## config.mk

```make
export PLATFORM = sky130hd
export DESIGN_NAME = ps2_key_encoder
export DESIGN_NICKNAME = d
export VERILOG_FILES = /design/src/rtl/ps2_pkg.sv /design/src/rtl/ps2_frame_tx.sv /design/src/rtl/ps2_key_encoder.sv
export SDC_FILE = /design/constraint.sdc
export NUM_CORES = 1
export LEC_CHECK = 0
export CORE_AREA = 2 2 79 81
export CTS_CLUSTER_DIAMETER = 200
export DETAILED_ROUTE_END_ITERATION = 12
export DIE_AREA = 0 0 81 83
export HOLD_SLACK_MARGIN = 0.06
export PLACE_DENSITY = 0.78
export SYNTH_ARGS = -nofsm -noshare
export SYNTH_HDL_FRONTEND = slang
export SYNTH_SLANG_ARGS = --single-unit
```

## constraint.sdc

```tcl
create_clock -name clk -period 2.8 [get_ports clk]
set_input_delay 0.42 -clock clk [delete_from_list [all_inputs] [get_ports clk]]
set_output_delay 0.42 -clock clk [all_outputs]
set_load 0.1 [all_outputs]
```

## src/rtl/ps2_pkg.sv

```systemverilog
// Shared constants for the PS/2 key encoder: key indices, scancodes, prefixes, FSM states.
// Latency: n/a (constants and pure functions only).
// Backpressure: n/a.
package ps2_pkg;

    localparam int NUM_KEYS   = 5;
    localparam int FRAME_BITS = 11;

    // Key indices into the keys vector
    localparam logic [2:0] KEY_LEFT  = 3'd0;
    localparam logic [2:0] KEY_RIGHT = 3'd1;
    localparam logic [2:0] KEY_UP    = 3'd2;
    localparam logic [2:0] KEY_DOWN  = 3'd3;
    localparam logic [2:0] KEY_KILL  = 3'd4;

    // Set-2 scancodes; all but kill are extended (E0-prefixed)
    localparam logic [7:0] SC_LEFT  = 8'h6B;
    localparam logic [7:0] SC_RIGHT = 8'h74;
    localparam logic [7:0] SC_UP    = 8'h75;
    localparam logic [7:0] SC_DOWN  = 8'h72;
    localparam logic [7:0] SC_KILL  = 8'h29;
    localparam logic [7:0] PFX_EXT  = 8'hE0;
    localparam logic [7:0] PFX_BRK  = 8'hF0;

    typedef enum logic [2:0] {
        ST_IDLE,
        ST_LOAD,
        ST_SHIFT,
        ST_GAP,
        ST_DONE
    } state_t;

    function automatic logic [7:0] key_code(input logic [2:0] key);
        case (key)
            KEY_LEFT:  key_code = SC_LEFT;
            KEY_RIGHT: key_code = SC_RIGHT;
            KEY_UP:    key_code = SC_UP;
            KEY_DOWN:  key_code = SC_DOWN;
            default:   key_code = SC_KILL;
        endcase
    endfunction

    // Index of the final byte of a sequence: extended adds one, break adds one
    function automatic logic [1:0] seq_last(input logic [2:0] key, input logic lvl);
        logic ext;
        ext      = (key != KEY_KILL);
        seq_last = {1'b0, ext} + {1'b0, ~lvl};
    endfunction

    // Byte at position idx of the make (lvl=1) or break (lvl=0) sequence
    function automatic logic [7:0] seq_byte(input logic [2:0] key, input logic lvl,
                                            input logic [1:0] idx);
        logic       ext;
        logic [7:0] code;
        logic [7:0] b0;
        logic [7:0] b1;
        logic [7:0] b2;
        ext  = (key != KEY_KILL);
        code = key_code(key);
        b0   = code;
        b1   = code;
        b2   = code;
        if (ext && !lvl) begin
            b0 = PFX_EXT;
            b1 = PFX_BRK;
        end else if (ext) begin
            b0 = PFX_EXT;
        end else if (!lvl) begin
            b0 = PFX_BRK;
        end
        case (idx)
            2'd0:    seq_byte = b0;
            2'd1:    seq_byte = b1;
            default: seq_byte = b2;
        endcase
    endfunction

endpackage

```

## src/rtl/ps2_frame_tx.sv

```systemverilog
// Serializes one byte as an 11-bit PS/2 device frame (start, 8 data LSB first, odd parity, stop).
// Latency: start bit on the lines the cycle after i_start; o_done pulses the cycle after the stop bit ends.
// Backpressure: i_start is only accepted while o_rdy is high; lines idle high otherwise.
module ps2_frame_tx
    import ps2_pkg::*;
#(
    parameter int CLK_DIV = 2500
) (
    input  logic       clk,
    input  logic       rst,
    input  logic       i_start,
    input  logic [7:0] i_byte,
    output logic       o_rdy,
    output logic       o_done,
    output logic       o_ps2_clk,
    output logic       o_ps2_data
);

    localparam int DIV_W = $clog2(2 * CLK_DIV);
    localparam int BIT_W = $clog2(FRAME_BITS);

    logic             r_active;
    logic             r_done;
    logic             r_clk;
    logic             r_data;
    logic [DIV_W-1:0] r_div;
    logic [BIT_W-1:0] r_bit;
    // Bits still to send after the start bit: {stop, parity, data[7:0]}
    logic [9:0]       r_shift;

    // Bit timing: data changes at bit start, clock high for the first half, low for the second
    always_ff @(posedge clk or negedge rst) begin
        if (!rst) begin
            r_active <= 1'b0;
            r_done   <= 1'b0;
            r_clk    <= 1'b1;
            r_data   <= 1'b1;
            r_div    <= '0;
            r_bit    <= '0;
            r_shift  <= '0;
        end else begin
            r_done <= 1'b0;
            if (!r_active) begin
                if (i_start) begin
                    r_active <= 1'b1;
                    r_shift  <= {1'b1, ~^i_byte, i_byte};
                    r_data   <= 1'b0;
                    r_clk    <= 1'b1;
                    r_div    <= '0;
                    r_bit    <= '0;
                end
            end else if (r_div == DIV_W'(2 * CLK_DIV - 1)) begin
                r_div <= '0;
                r_clk <= 1'b1;
                if (r_bit == BIT_W'(FRAME_BITS - 1)) begin
                    r_active <= 1'b0;
                    r_done   <= 1'b1;
                    r_data   <= 1'b1;
                end else begin
                    r_bit   <= r_bit + 1'b1;
                    r_data  <= r_shift[0];
                    r_shift <= {1'b1, r_shift[9:1]};
                end
            end else begin
                r_div <= r_div + 1'b1;
                if (r_div == DIV_W'(CLK_DIV - 1)) begin
                    r_clk <= 1'b0;
                end
            end
        end
    end

    assign o_rdy      = ~r_active;
    assign o_done     = r_done;
    assign o_ps2_clk  = r_clk;
    assign o_ps2_data = r_data;

endmodule

```

## src/rtl/ps2_key_encoder.sv

```systemverilog
// Turns 5 level key inputs into PS/2 make/break scancode sequences; PS2_TYPEMATIC_EN adds auto-repeat.
// Latency: keys change at cycle N gives busy=1 and the start bit at cycle N+2.
// Backpressure: none; changes accumulate as keys-vs-reported differences and are served one sequence at a time.
module ps2_key_encoder
    import ps2_pkg::*;
#(
    parameter int CLK_DIV          = 2500,
    parameter int GAP_BITS         = 2,
    parameter int TYPEMATIC_DELAY  = 25000000,
    parameter int TYPEMATIC_PERIOD = 5000000
) (
    input  logic       clk,
    input  logic       rst,
    input  logic [4:0] keys,
    output logic       ps2_clk,
    output logic       ps2_data,
    output logic       busy
);

    // The done-pulse cycle and the LOAD cycle are also idle-high, so GAP covers the rest
    localparam int GAP_CYC = GAP_BITS * 2 * CLK_DIV - 2;
    localparam int GAP_W   = (GAP_CYC > 1) ? $clog2(GAP_CYC) : 1;

    state_t               r_state;
    logic [NUM_KEYS-1:0]  r_reported;
    logic [2:0]           r_key;
    logic                 r_lvl;
    logic [1:0]           r_idx;
    logic [GAP_W-1:0]     r_gap;
    logic                 r_busy;

    logic [NUM_KEYS-1:0]  w_diff;
    logic [2:0]           w_sel;
    logic                 w_pending;
    logic                 w_last;
    logic [7:0]           w_byte;
    logic                 w_tx_start;
    logic                 w_tx_rdy;
    logic                 w_tx_done;

`ifdef PS2_TYPEMATIC_EN
    localparam int TM_MAX = (TYPEMATIC_DELAY > TYPEMATIC_PERIOD) ? TYPEMATIC_DELAY : TYPEMATIC_PERIOD;
    localparam int TM_W   = (TM_MAX > 1) ? $clog2(TM_MAX) : 1;

    logic             r_rpt_vld;
    logic             r_rpt_first;
    logic             r_is_rpt;
    logic [TM_W-1:0]  r_rpt_cnt;
    logic [TM_W-1:0]  w_rpt_end;

    assign w_rpt_end = r_rpt_first ? TM_W'(TYPEMATIC_DELAY - 1) : TM_W'(TYPEMATIC_PERIOD - 1);
`else
    // Repeat timing parameters have no effect in this build
    logic w_unused_tm;
    assign w_unused_tm = ^{TYPEMATIC_DELAY, TYPEMATIC_PERIOD};
`endif

    assign w_diff    = keys ^ r_reported;
    assign w_pending = |w_diff;
    assign w_last    = (r_idx == seq_last(r_key, r_lvl));
    assign w_byte    = seq_byte(r_key, r_lvl, r_idx);
    assign w_tx_start = (r_state == ST_LOAD) && w_tx_rdy;

    // Lowest-index differing key wins
    always_comb begin
        w_sel = 3'd0;
        for (int i = NUM_KEYS - 1; i >= 0; i--) begin
            if (w_diff[i]) begin
                w_sel = 3'(i);
            end
        end
    end

    // Sequence FSM: pick a key, walk its bytes with a gap after each, commit reported state at the end
    always_ff @(posedge clk or negedge rst) begin
        if (!rst) begin
            r_state    <= ST_IDLE;
            r_reported <= '0;
            r_key      <= '0;
            r_lvl      <= 1'b0;
            r_idx      <= '0;
            r_gap      <= '0;
            r_busy     <= 1'b0;
`ifdef PS2_TYPEMATIC_EN
            r_rpt_vld   <= 1'b0;
            r_rpt_first <= 1'b0;
            r_is_rpt    <= 1'b0;
            r_rpt_cnt   <= '0;
`endif
        end else begin
            case (r_state)
                ST_IDLE: begin
                    if (w_pending) begin
                        r_key   <= w_sel;
                        r_lvl   <= keys[w_sel];
                        r_idx   <= '0;
                        r_busy  <= 1'b1;
                        r_state <= ST_LOAD;
`ifdef PS2_TYPEMATIC_EN
                        r_rpt_vld <= 1'b0;
                        r_is_rpt  <= 1'b0;
`endif
                    end
`ifdef PS2_TYPEMATIC_EN
                    else if (r_rpt_vld) begin
                        if (r_rpt_cnt == w_rpt_end) begin
                            // r_key still names the last pressed key
                            r_rpt_vld <= 1'b0;
                            r_is_rpt  <= 1'b1;
                            r_lvl     <= 1'b1;
                            r_idx     <= '0;
                            r_busy    <= 1'b1;
                            r_state   <= ST_LOAD;
                        end else begin
                            r_rpt_cnt <= r_rpt_cnt + 1'b1;
                        end
                    end
`endif
                end
                ST_LOAD: begin
                    if (w_tx_rdy) begin
                        r_state <= ST_SHIFT;
                    end
                end
                ST_SHIFT: begin
                    if (w_tx_done) begin
                        r_gap   <= '0;
                        r_state <= ST_GAP;
                    end
                end
                ST_GAP: begin
                    if (r_gap == GAP_W'(GAP_CYC - 1)) begin
                        if (w_last) begin
                            r_state <= ST_DONE;
                        end else begin
                            r_idx   <= r_idx + 1'b1;
                            r_state <= ST_LOAD;
                        end
                    end else begin
                        r_gap <= r_gap + 1'b1;
                    end
                end
                ST_DONE: begin
                    r_reported[r_key] <= r_lvl;
                    r_busy            <= 1'b0;
                    r_state           <= ST_IDLE;
`ifdef PS2_TYPEMATIC_EN
                    if (r_lvl) begin
                        r_rpt_vld   <= 1'b1;
                        r_rpt_first <= ~r_is_rpt;
                        r_rpt_cnt   <= '0;
                    end
`endif
                end
                default: begin
                    r_state <= ST_IDLE;
                end
            endcase
        end
    end

    ps2_frame_tx #(
        .CLK_DIV (CLK_DIV)
    ) u_frame_tx (
        .clk        (clk),
        .rst        (rst),
        .i_start    (w_tx_start),
        .i_byte     (w_byte),
        .o_rdy      (w_tx_rdy),
        .o_done     (w_tx_done),
        .o_ps2_clk  (ps2_clk),
        .o_ps2_data (ps2_data)
    );

    assign busy = r_busy;

endmodule

```

# ---- Word level (Yosys, flattened, before mapping)
# Index checks and enable logic that the tools add are counted.
dict set report classes {
  add_sub_neg 5
  order_cmp 3
  n_eq_ne 23
  n_mux 57
  bitwise 3
  reduce_logical 21
}
# cell count
set op_table {}
lappend op_table {{10-bit 2-to-1 mux} 4}
lappend op_table {{13-bit 2-to-1 mux} 3}
lappend op_table {{8-bit 2-to-1 mux} 4}
lappend op_table {{3-bit 2-to-1 mux} 10}
lappend op_table {{14-bit 2-to-1 mux} 2}
lappend op_table {{14-bit one-hot mux with 2 select lines} 1}
lappend op_table {{7-bit one-hot mux with 4 select lines} 1}
lappend op_table {{1-bit 2-to-1 mux} 18}
lappend op_table {{4-bit 2-to-1 mux} 4}
lappend op_table {{8-bit one-hot mux with 2 select lines} 1}
lappend op_table {{14-bit by 1-bit adder with 14-bit output (second input constant)} 1}
lappend op_table {{14-bit == test (second input constant)} 1}
lappend op_table {{2-bit inequality test (second input constant)} 7}
lappend op_table {{13-bit by 1-bit adder with 13-bit output (second input constant)} 1}
lappend op_table {{13-bit by 12-bit == test with 1-bit output (second input constant)} 1}
lappend op_table {{13-bit == test (second input constant)} 1}
lappend op_table {{3-bit by 2-bit == test with 1-bit output (second input constant)} 4}
lappend op_table {{3-bit one-hot mux with 4 select lines} 1}
lappend op_table {{3-bit by 4-bit < comparator with 1-bit output (second input constant)} 2}
lappend op_table {{2-bit AND reduction} 4}
lappend op_table {{4-bit AND reduction} 2}
lappend op_table {{2-bit nonzero test} 4}
lappend op_table {{8-bit XNOR reduction} 1}
lappend op_table {{3-bit by 1-bit == test with 1-bit output (second input constant)} 2}
lappend op_table {{24 further kinds} 32}
dict set report word_totals {
  reg_bits 60
  input_bits 7
  output_inout_bits 3
  wordCells 126
}

# ---- Depth between registers and ports, before layout
dict set report logic_depth {
  depth_word 9
  mapped_depth 10
  depth_no_buf 9
}

# ---- Modules after synthesis
# Synthesis repeated with hierarchy kept, for this count alone.
dict set report hier_totals {
  hier_cells 377
  hier_area_um2 3648.5
}
# mod n_inst cells_per_inst area_per_inst_um2 seq_area_each_um2
set modules_own_cells {}
lappend modules_own_cells {ps2_key_encoder 1 214 1916.8 725.7}
lappend modules_own_cells {ps2_frame_tx 1 163 1731.7 778.2}

# ---- Worst setup path before layout
# No wires, ideal clock.
dict set report synth_timing {
  path_kind {register -> register}
  start {reg r_key[0]}
  end {reg u_frame_tx.r_shift[8]}
  setup_time_ns 0.124
  arrival_time_ns 2.121
  required_ns 2.676
  slack_ns 0.555
  stages_incl_launch_ff 10
  path_buffers 1
  synth_period_minus_slack_ns 2.245
  path_cell_list {dfrtp_1 clkbuf_1 nor2_1 nand2_1 ha_1 or3_1 o32a_1 o2111ai_1 mux2i_1 a211o_1}
}
dict set report synth_via {
  elab_chain_cells 9
  elab_cells_between_ends 15
  cone_classes {4 x eq/ne; 8 x mux; 3 x reduce/logical}
}
# element line
set synth_rtl {}
lappend synth_rtl {{start: declaration} ps2_key_encoder.sv:26} ;# logic [2:0] r_key;
lappend synth_rtl {{start signal: assignment} ps2_key_encoder.sv:94} ;# r_key <= w_sel;
lappend synth_rtl {{3-bit by 2-bit == test with 1-bit output, or another cell as far along} ps2_pkg.sv:34} ;# case (key)
lappend synth_rtl {{7-bit one-hot mux with 4 select lines} ps2_pkg.sv:34}
lappend synth_rtl {{8-bit 2-to-1 mux} ps2_pkg.sv:68} ;# end else if (!lvl) begin
lappend synth_rtl {{8-bit 2-to-1 mux} ps2_pkg.sv:66} ;# end else if (ext) begin
lappend synth_rtl {{8-bit 2-to-1 mux} ps2_pkg.sv:63} ;# if (ext && !lvl) begin
lappend synth_rtl {{8-bit one-hot mux with 2 select lines *} ps2_pkg.sv:71} ;# case (idx)
lappend synth_rtl {{8-bit XNOR reduction *} ps2_frame_tx.sv:46} ;# r_shift <= {1'b1, ~^i_byte, i_byte};
lappend synth_rtl {{10-bit 2-to-1 mux *} ps2_frame_tx.sv:44} ;# if (i_start) begin
lappend synth_rtl {{10-bit 2-to-1 mux *} ps2_frame_tx.sv:43} ;# if (!r_active) begin
lappend synth_rtl {{end signal: assignment} ps2_frame_tx.sv:46}
lappend synth_rtl {{end signal: assignment} ps2_frame_tx.sv:62} ;# r_shift <= {1'b1, r_shift[9:1]};
lappend synth_rtl {{end: declaration} ps2_frame_tx.sv:29} ;# logic [9:0] r_shift;
# Mark *: on every way between the ends. The rest lies on a longest branch, timed or not. The select of a mux whose other input is x is not followed.
# A chain may end at the register's enable or synchronous reset.

# ---- Final worst setup path
# Ends and elaborated chain as after synthesis.

==> impl_results.md <==
- Static Leakage: between 1.5 and 2 nW
- Layout overhead on the synthesized area: 9.52%
- Worst slew margin: 0.571
- Final total negative setup slack: 0 ps
- Post-detailed-route count of antenna-violating nets: 0
- Global-route wire length before repair: 12.6 mm
- Final worst setup slack: between 400 and 500 ps
- DRT Wirelength: around 7.2 mm
- Achievable Freq: 424 MHz
- Reg-to-reg setup timing slack: 440 ps
- Worst Max-Slew Pin Slew: 644 ps
- Cell with the most instances after synthesis: dfrtp_1
- Number of port buffers: 9
- Sequential share of the synthesized area: 0.427
- Gate count after technology mapping: 393
- Cts bufs inserted: 9
- GRT Residual Overflow: 0
- Number of setup violations in the final report: 0
- Cell family with the largest share of critical-path delay: simple AND/OR/NAND/NOR gates
- Worst-case setup slack after placement: 496 ps
- Mean number of vias per cell: 6.01
- Setup crit start kind: flip-flop
- Share of synthesized registers carrying an async set or reset: 1.00
- CTS-repair resized insts: 0
- Length in cells of the worst reg-to-reg path: 8
- Mean area per synthesized cell: 8.97 um^2
- Weighted congestion at the end of routability-driven global placement: 0.880
- Biggest cell delay along the critical path: 490 ps
- Die outline area: 6720 um^2
- Pwr dens: 443 nW/um^2
- Most used DFF post-synth: dfrtp_1
- Outcome: finished clean
- TritonCTS clock tree: done
- Post-synthesis register bit count: 60
- Endpoints failing hold: 0
- I/O pin total: 10
- H-tree depth reported by CTS: 3
- Cell accounting for the most synthesized area: dfrtp_1
- Average wire per standard cell: 14.9 um
- DRC: 0
- Starting utilization of the core area: 0.606
- DRC violation total after the first TritonRoute iteration: 172
- WP data required: about 3000 ps
- Proportion of netlist area held by the largest area contributor: 0.412
- Slowest-stage cell, CP: dfrtp_1
- Length of the first detailed-routing pass in iterations: 4
- Worst path buffer plus inverter count: 0
- HPWL reported at the end of detailed placement: 5.02 mm
- Biggest area contributors in the synthesized netlist: dfrtp_1 41%, nor2_1 4.6%, ha_1 3.2%
- VDD IR-drop max: 303 uV
- Clock latency of the later-clocked register in the worst-skew pair: 340 ps
- Number of violations of the max-capacitance limit: 0
- Final worst hold slack: 95.8 ps
- Vias in the first global route: 2814
- Class of the tightest hold or removal check: in2async
- Overall Power: 0.00171 W
- Number of pins with negative max-slew slack in the final report: 0
- Unrepaired setup endpoints after global routing: false
- Clock Path Buffers: 2
- Total core area: 5820 um^2
- # hold bufs at CTS: 0
- Arrival time of the worst setup path: 2590 ps
- Commonest cells in the netlist: 58 x dfrtp_1, 43 x nor2_1, 29 x nand2_1
- # nets final: 420
- Clk pin slew, worst setup/hold paths: 70 ps
- Final critical delay including setup and external delays: 2360 ps
- Unique masters post-synth: 64
- Final Non-Filler Cells: between 400 and 500
- Startpoint of the lowest-slack register-to-register path: r_key[0]
- Chip Height: 83 um
- Width of the chip: 81 um
- Reg-to-reg endpoint: u_frame_tx.r_shift[8]
- Post CTS Setup Buffer Count: 0
- Routed vias: 2910
- Number of rows created at floorplan: 28
- Pin count of the biggest net entering global routing: 30
- Total Routing Usage GR: 0.235
- Clock tree skew after final layout: 7.66 ps
- Share of post-route cells with drive strength above 1: 0.100
- CTS root buffer: clkbuf_8
- Count of placed standard cells including taps: around 470
- Antenna cell count: 0
- Synthesized netlist net count: 409
- Number of synthesized flops with an enable pin: 0
- Category of the most critical setup path: reg2reg
- Clock tree sinks: 60
- Part of the cycle the worst path needs: 0.841
- Number of antenna violations at the first check in global routing: 0
- Crit path max fanout: 10
- Mapped cell area: 3520 um^2
- Cell-by-cell trace of the critical path: nor2_1, nand2_1, ha_1, or3_1, o32a_1, o2111ai_1, mux2i_1, a211o_1
- Critical path endpoint category: flip-flop
- Yosys warns: 0
==> layer usage <==
metal,part of all wire,global-route usage,wire length (um),vias to the layer above
met5,0,0,0,-
met4,0.019,0.0817,135,0
met2,0.49,0.381,3530,51
li1,-,-,-,1435
met3,0.031,0.0576,226,13
met1,0.46,0.304,3320,1411
==> kinds of logic (layout without fill, tap and decap cells) <==
kind of cell	count (synthesis)	count (layout)	share of synthesized area
AOI/OAI and AO/OA	96	96	0.183
xor gates and xnor gates	21	21	0.0522
adders and majority gates	10	10	0.0348
buffers and inverters	40	56	0.0522
DFF	60	60	0.427
muxes	4	4	0.0117
and+or+nand+nor	162	162	0.239
==> worst reg2reg max path: cells and delay by family (launching register included) <==
kind	cells	cell delay (ps)
and+or+nand+nor	3	720
AOI/OAI and AO/OA	3	690
DFF	1	490
adders and majority gates	1	260
muxes	1	100
==> how the worst max path moves through the flow <==
| stage | endpoint | cells past startpoint | startpoint | slack [ps] |
|---|---|---|---|---|
| after floorplan | u_frame_tx.r_shift[8] | 9 | r_key[0] | 550 |
| after global placement | u_frame_tx.r_shift[8] | 8 | r_key[0] | 540 |
| after detailed placement | u_frame_tx.r_shift[8] | 8 | r_key[0] | 500 |
| after CTS | u_frame_tx.r_shift[8] | 8 | r_key[0] | 480 |
| after global routing | u_frame_tx.r_shift[8] | 8 | r_key[0] | 330 |
| final | u_frame_tx.r_shift[8] | 8 | r_key[0] | 440 |
==> flip-flops by register name (all words and copies together), names as in the netlist <==
| register | flops |
|---|---|
| u_frame_tx.o_done | 1 |
| u_frame_tx.r_bit | 4 |
| u_frame_tx.r_shift | 10 |
| r_key | 3 |
| u_frame_tx.r_active | 1 |
| r_gap | 14 |
| u_frame_tx.o_ps2_data | 1 |
| r_state | 3 |
| u_frame_tx.o_ps2_clk | 1 |
| u_frame_tx.r_div | 13 |
| busy | 1 |
| r_reported | 5 |
| r_idx | 2 |
| r_lvl | 1 |
==> power by group <==
| part | internal [W] | switching, W | leakage [nW] |
|---|---|---|---|
| clock network | 0.000453 | 0.000349 | 0.109 |
| registers | 0.000867 | 0 | 0.764 |
| logic | 0.0000136 | 0.0000282 | 0.757 |
==> metrics by stage <==
step | utilization | instance area (um^2)
2_1_floorplan | - | 3520
3_3_place_gp | 0.629 | 3660
3_5_place_dp | 0.629 | 3660
4_1_cts | 0.664 | 3860
5_1_grt | 0.664 | 3860
6_report | 0.664 | 3860
==> placed cells by master, fill, tap and decap left out, drive strengths merged, types with 4 or more instances in the layout <==
cell            n
dfrtp          58
or3             4
nand2b          8
nor4            4
o21ai          26
ha              9
and2            5
nand4           5
inv            23
nand3          19
a31oi           9
clkdlybuf4s50   5
xor2           12
nand2          30
a21oi          18
nor2b          10
clkbuf         11
nor2           43
xnor2           9
clkinv          4
and3            6
buf            12
o31ai          11
nor3           11
==> cell type report <==
| type | count | area (um^2) |
|---|---|---|
| clock inverter | 5 | 50.0 |
| inverter | 23 | 86.3 |
| tap | 75 | 93.8 |
| sequential | 60 | 1500 |
| multi-input combinational | 293 | 1840 |
| fill | 486 | 1960 |
| clock buffer | 11 | 151 |
| timing repair buffer | 17 | 138 |
Power figures use the tool's default switching activity.
